===== src/rtl/axil_ctrl_slave.sv =====
// AXI4-Lite control slave for streaming kernels: CTRL/GIE/IER/ISR plus NUM_ARGS 64-bit
// argument registers, with the ap_start/ap_done/ap_idle/ap_ready block handshake and interrupt.
module axil_ctrl_slave #(
  parameter int ADDR_W   = 32,
  parameter int DATA_W   = 64,
  parameter int NUM_ARGS = 4
) (
  input  logic                     ap_clk,
  input  logic                     ap_rst_n,
  input  logic                     s_axi_control_AWVALID,
  output logic                     s_axi_control_AWREADY,
  input  logic [ADDR_W-1:0]        s_axi_control_AWADDR,
  input  logic                     s_axi_control_WVALID,
  output logic                     s_axi_control_WREADY,
  input  logic [DATA_W-1:0]        s_axi_control_WDATA,
  input  logic [DATA_W/8-1:0]      s_axi_control_WSTRB,
  output logic                     s_axi_control_BVALID,
  input  logic                     s_axi_control_BREADY,
  output logic [1:0]               s_axi_control_BRESP,
  input  logic                     s_axi_control_ARVALID,
  output logic                     s_axi_control_ARREADY,
  input  logic [ADDR_W-1:0]        s_axi_control_ARADDR,
  output logic                     s_axi_control_RVALID,
  input  logic                     s_axi_control_RREADY,
  output logic [DATA_W-1:0]        s_axi_control_RDATA,
  output logic [1:0]               s_axi_control_RRESP,
  output logic                     ap_start,
  input  logic                     ap_done,
  input  logic                     ap_idle,
  input  logic                     ap_ready,
  output logic [64*NUM_ARGS-1:0]   args,
  output logic                     interrupt
);

  localparam logic [4:0] ADDR_CTRL = 5'd0;
  localparam logic [4:0] ADDR_GIE  = 5'd1;
  localparam logic [4:0] ADDR_IER  = 5'd2;
  localparam logic [4:0] ADDR_ISR  = 5'd3;
  localparam logic [4:0] ADDR_ARG0 = 5'd4;

  typedef enum logic [1:0] {WRIDLE, WRDATA, WRRESP} wrState_e;
  typedef enum logic       {RDIDLE, RDDATA}         rdState_e;

  wrState_e          wrState_q, wrState_d;
  rdState_e          rdState_q, rdState_d;
  logic [4:0]        wrAddr_q, wrAddr_d;
  logic [4:0]        rdAddr;
  logic [DATA_W-1:0] rdData_q, rdData_d;
  logic              apStart_q, apStart_d;
  logic              autoRestart_q, autoRestart_d;
  logic              doneLatch_q, doneLatch_d;
  logic              readyLatch_q, readyLatch_d;
  logic              gie_q, gie_d;
  logic [1:0]        ier_q, ier_d;
  logic [1:0]        isr_q, isr_d;
  logic              interrupt_q;
  logic [63:0]       args_q [NUM_ARGS];
  logic [63:0]       args_d [NUM_ARGS];
  logic              awHs, wHs, arHs;
  logic              unusedAddrBits;

  assign unusedAddrBits = ^{s_axi_control_AWADDR[ADDR_W-1:8], s_axi_control_AWADDR[2:0],
                            s_axi_control_ARADDR[ADDR_W-1:8], s_axi_control_ARADDR[2:0]};

  assign awHs   = s_axi_control_AWVALID & s_axi_control_AWREADY;
  assign wHs    = s_axi_control_WVALID  & s_axi_control_WREADY;
  assign arHs   = s_axi_control_ARVALID & s_axi_control_ARREADY;
  assign rdAddr = s_axi_control_ARADDR[7:3];

  always_ff @(posedge ap_clk) begin
    if (!ap_rst_n) begin
      wrState_q <= WRIDLE;
      rdState_q <= RDIDLE;
    end else begin
      wrState_q <= wrState_d;
      rdState_q <= rdState_d;
    end
  end

  always_comb begin
    wrState_d = wrState_q;
    unique case (wrState_q)
      WRIDLE:  if (awHs) wrState_d = WRDATA;
      WRDATA:  if (wHs) wrState_d = WRRESP;
      WRRESP:  if (s_axi_control_BREADY) wrState_d = WRIDLE;
      default: wrState_d = WRIDLE;
    endcase
    rdState_d = rdState_q;
    unique case (rdState_q)
      RDIDLE:  if (arHs) rdState_d = RDDATA;
      RDDATA:  if (s_axi_control_RREADY) rdState_d = RDIDLE;
      default: rdState_d = RDIDLE;
    endcase
  end

  // Address readies are masked by reset because both FSMs reset into their idle states.
  always_comb begin
    s_axi_control_AWREADY = ap_rst_n && (wrState_q == WRIDLE);
    s_axi_control_WREADY  = (wrState_q == WRDATA);
    s_axi_control_BVALID  = (wrState_q == WRRESP);
    s_axi_control_BRESP   = 2'b00;
    s_axi_control_ARREADY = ap_rst_n && (rdState_q == RDIDLE);
    s_axi_control_RVALID  = (rdState_q == RDDATA);
    s_axi_control_RRESP   = 2'b00;
    s_axi_control_RDATA   = rdData_q;
  end

  always_comb begin
    rdData_d = '0;
    unique case (rdAddr)
      ADDR_CTRL: begin
        rdData_d[0] = apStart_q;
        rdData_d[1] = doneLatch_q;
        rdData_d[2] = ap_idle;
        rdData_d[3] = readyLatch_q;
        rdData_d[7] = autoRestart_q;
      end
      ADDR_GIE: rdData_d[0]   = gie_q;
      ADDR_IER: rdData_d[1:0] = ier_q;
      ADDR_ISR: rdData_d[1:0] = isr_q;
      default: begin
        for (int i = 0; i < NUM_ARGS; i++) begin
          if (rdAddr == ADDR_ARG0 + 5'(i)) rdData_d = args_q[i];
        end
      end
    endcase
  end

  // Register updates; set events are applied last so they win over clears and toggles.
  always_comb begin
    wrAddr_d      = awHs ? s_axi_control_AWADDR[7:3] : wrAddr_q;
    apStart_d     = apStart_q;
    autoRestart_d = autoRestart_q;
    doneLatch_d   = doneLatch_q;
    readyLatch_d  = readyLatch_q;
    gie_d         = gie_q;
    ier_d         = ier_q;
    isr_d         = isr_q;
    args_d        = args_q;
    if (ap_ready && !autoRestart_q) apStart_d = 1'b0;
    if (wHs && s_axi_control_WSTRB[0]) begin
      unique case (wrAddr_q)
        ADDR_CTRL: begin
          if (s_axi_control_WDATA[0]) apStart_d = 1'b1;
          autoRestart_d = s_axi_control_WDATA[7];
        end
        ADDR_GIE: gie_d = s_axi_control_WDATA[0];
        ADDR_IER: ier_d = s_axi_control_WDATA[1:0];
        ADDR_ISR: isr_d = isr_q ^ s_axi_control_WDATA[1:0];
        default: ;
      endcase
    end
    for (int i = 0; i < NUM_ARGS; i++) begin
      if (wHs && (wrAddr_q == ADDR_ARG0 + 5'(i))) begin
        for (int k = 0; k < 8; k++) begin
          if (s_axi_control_WSTRB[k]) args_d[i][8*k +: 8] = s_axi_control_WDATA[8*k +: 8];
        end
      end
    end
    if (arHs && (rdAddr == ADDR_CTRL)) begin
      doneLatch_d  = 1'b0;
      readyLatch_d = 1'b0;
    end
    if (ap_done)  doneLatch_d  = 1'b1;
    if (ap_ready) readyLatch_d = 1'b1;
    if (ap_done  && ier_q[0]) isr_d[0] = 1'b1;
    if (ap_ready && ier_q[1]) isr_d[1] = 1'b1;
  end

  always_ff @(posedge ap_clk) begin
    if (!ap_rst_n) begin
      wrAddr_q      <= '0;
      rdData_q      <= '0;
      apStart_q     <= 1'b0;
      autoRestart_q <= 1'b0;
      doneLatch_q   <= 1'b0;
      readyLatch_q  <= 1'b0;
      gie_q         <= 1'b0;
      ier_q         <= '0;
      isr_q         <= '0;
      interrupt_q   <= 1'b0;
      args_q        <= '{default: '0};
    end else begin
      wrAddr_q      <= wrAddr_d;
      if (arHs) rdData_q <= rdData_d;
      apStart_q     <= apStart_d;
      autoRestart_q <= autoRestart_d;
      doneLatch_q   <= doneLatch_d;
      readyLatch_q  <= readyLatch_d;
      gie_q         <= gie_d;
      ier_q         <= ier_d;
      isr_q         <= isr_d;
      interrupt_q   <= gie_q & (|isr_q);
      args_q        <= args_d;
    end
  end

  always_comb begin
    args = '0;
    for (int i = 0; i < NUM_ARGS; i++) args[64*i +: 64] = args_q[i];
  end

  assign ap_start  = apStart_q;
  assign interrupt = interrupt_q;

endmodule


===== config.mk =====
export PLATFORM = sky130hd
export DESIGN_NAME = axil_ctrl_slave
export DESIGN_NICKNAME = d
export VERILOG_FILES = /design/src/rtl/axil_ctrl_slave.sv
export SDC_FILE = /design/constraint.sdc
export NUM_CORES = 1
export LEC_CHECK = 0
export CAP_MARGIN = 0
export CORE_MARGIN = 2
export CORE_UTILIZATION = 42
export CTS_BUF_LIST = sky130_fd_sc_hd__clkbuf_8
export DETAILED_ROUTE_END_ITERATION = 10
export GPL_ROUTABILITY_DRIVEN = 0
export PLACE_DENSITY = 0.78
export SYNTH_ARGS = -nofsm -noshare
export SYNTH_HDL_FRONTEND = slang
export SYNTH_SLANG_ARGS = --single-unit

===== constraint.sdc =====
create_clock -name ap_clk -period 1.8 [get_ports ap_clk]
set_clock_uncertainty 0.15 [all_clocks]
set_input_delay 0.18 -clock ap_clk [delete_from_list [all_inputs] [get_ports ap_clk]]
set_output_delay 0.18 -clock ap_clk [all_outputs]
set_load 0.01 [all_outputs]

==> run metrics <==
Die Span Y=approximately 180 um; sequential-to-total area share from yosys stat=between 40% and 50%; Post-Syn Area=roughly 14000 um^2; Remaining DRCs=0; Synth warnings=0; H-tree Lvls=2; Syn Area/Cell=around 9.2 um^2; row count=65; Num CTS Buffers=between 50 and 60; Starting Density=between 40 and 50%; vias in the first global route=around 14000; number of fill cells=about 2500; VDD IR max=about 0.00067 V; Avg WL per Cell=23.3 um; Final Hold Vio Count=0; worst slew pin tran=0.784 ns; Sink Count=roughly 340; RSZ-0062 raised after global routing=yes; post-DP HPWL=between 30000 and 40000 um; drt total wl=~56000 um; clk_lat worst skew=0.59 ns; Core ar.=roughly 32000 um^2; pwr/cell area=~750 nW/um^2; WP data arrival=roughly 2.3 ns; pre-CTS setup slack=-0.200 ns; Area Growth Syn to Fin=57.0%; achievable frequency=roughly 0.52 GHz; Finished Core Util=around two thirds; clock transition at the registers of the reported paths=~0.07 ns; max-cap viol count=0; Max FO, Critical Path=8; # setup viols final=~130; io pins=roughly 480; Die Wd=roughly 180 um; failing checks=negative setup slack; min cycle time layout=about 1.9 ns; Critical Path RT=roughly 2.1 ns; Routed Antenna Nets=0; pin count of the biggest net entering global routing=118; Synth area leader=dfxtp_1; fin crit share=106%; vias per cell=between 6 and 7; commonest non-fill, non-tap cell in the layout=dfxtp_1; Synth top area share=between 40 and 50%; drt initial violations=between 1000 and 1500; Total Routing Usage GR=between 20% and 30%; layout cell share with drive strength beyond 1=approximately a quarter; nets@finish=2098; worst relative slew slack=roughly 48%; die area=33800 um^2; first-pass GRT wire length=between 70000 and 80000 um; Post-Synthesis Cells=around 1500; worst setup path class=reg -> reg; commonest cells after routing, fill and taps aside=dfxtp_1 (330), dlygate4sd2_1 (321), nand3_2 (188); # port buffers=418; grt ovf=0; Pleak=9.29 nW; endpoint class of the critical path=flip-flop; ranking of synthesized cells by area=dfxtp_1 (50%), o21ai_0 (12%), nand3_1 (9.5%); Yosys cell types=roughly 40; Max clock buf depth=3; FF+latch count, synth=roughly 340; DR pass1 iterations=5; outcome=complete, but fails checks; total power=between 15 and 20 mW; vias post-DR=14500; hold crit path type=in -> reg; CTS tree=yes; CTS root buffer=clkbuf_8; initial antenna violation count=7; CP startpoint kind=flip-flop; post-route worst setup slack=-0.117 ns; Slew Limit Fails=0
[cell families (layout without fill, tap and decap cells)]
logic type / Yosys count / count (layout) / synth area share, %
DFF: 338 / 338 / 49.8
buffers and inverters: 136 / 620 / 5.50
AOI/OAI and AO/OA: 463 / 463 / 20.7
and+or+nand+nor: 529 / 557 / 22.8
muxes: 11 / 11 / 1.11
other: 1 / 11 / 0.0276
xor gates and xnor gates: 2 / 2 / 0.129
[cell usage after synthesis, drive strengths merged]
cell type,instances
a31oi,4
nand2,137
mux2,2
nand3,258
o21ai,324
nor2b,66
nor4b,2
nor3b,1
buf,65
xor2,2
o22ai,3
mux2i,6
a211o,60
nand2b,5
inv,2
o21a,2
conb,1
and3,2
a21oi,4
and4b,1
clkbuf,69
and2,5
o32ai,2
dfxtp,338
a21boi,2
nor2,14
a32o,1
nor3,2
mux4,3
nand4,36
o211a,1
o221ai,60
[worst max-delay path: stages, from the launching register on]
cell,delay [ns]
dfxtp_2,0.33
nor4b_4,0.28
buf_6,0.18
buf_8,0.15
buf_16,0.16
nand4_2,0.28
nand3_1,0.19
o21ai_0,0.09
[repair_timing]
| action | CTS | global route |
|---|---|---|
| hold endpoints to repair | 16 | 0 |
| endpoints found under the setup margin | 534 | 261 |
| hold buffers | 3 | 0 |
| pin swaps | 46 | 146 |
| setup buffers | 21 | 14 |
| gates resized for setup | 456 | 365 |
| gates cloned | 18 | 20 |
[cell type report]
class	count	area (um^2)	area share [%]
antenna	7	17.5	0.0822
clock buffer	66	908	4.26
clock inverter	35	209	0.980
inverter	2	7.51	0.0352
multi-input combinational	1037	7760	36.4
sequential	338	6780	31.8
tap	402	503	2.36
timing repair buffer	517	5130	24.1
[final timing paths]
kind / startpoint / to / slack, ns / cells after the start
worst min-delay path: s_axi_control_AWADDR[7] / wrAddr_q[4] / 0.02 / 3
worst max register to register: wrState_q[1] / args[63] / -0.12 / 7
worst min register to register: s_axi_control_RDATA[50] / s_axi_control_RDATA[50] / 0.30 / 2
worst max-delay path: wrState_q[1] / args[63] / -0.12 / 7
[stage by stage]
| step | hold slack, ns | instance area, um^2 | TNS (ns) | std cells |
|---|---|---|---|---|
| floorplan | 0.139 | 13600 | 0 | 1483 |
| global placement | 0.283 | 18200 | -20.16 | 2224 |
| detailed placement | 0.293 | 18200 | -30.68 | 2224 |
| CTS | 0.00163 | 19800 | -7.92 | 2367 |
| global route | 0.0225 | 21300 | -19.38 | 2403 |
| finish | 0.0250 | 21300 | -5.63 | 2404 |
[sequential cells by signal (all words and copies together) (netlist names)]
name                  count
ier_q                     2
readyLatch_q              1
isr_q                     2
gie_q                     1
s_axi_control_RVALID      1
wrAddr_q                  5
args                    256
ap_start                  1
doneLatch_q               1
autoRestart_q             1
interrupt                 1
s_axi_control_RDATA      64
wrState_q                 2
[where the power goes]
| group | internal [mW] | leakage, nW | switching [mW] | total (mW) |
|---|---|---|---|---|
| registers | 7.53 | 2.73 | 0.0370 | 7.56 |
| clock network | 3.61 | 0.653 | 3.16 | 6.78 |
| logic | 0.688 | 5.91 | 1.03 | 1.71 |
| total | 11.8 | 9.29 | 4.23 | 16.1 |
[layer usage]
layer / wire (um) / vias to the layer above / GRT usage [%] / share of wire (%)
li1: - / 6481 / - / -
met1: 20500 / 7034 / 33.1 / 37
met2: 27700 / 833 / 50.9 / 49
met3: 5300 / 195 / 7.71 / 9.4
met4: 2530 / 2 / 13.0 / 4.5
met5: 16 / - / 0 / 0.029
(Power assumes the default switching activity.)
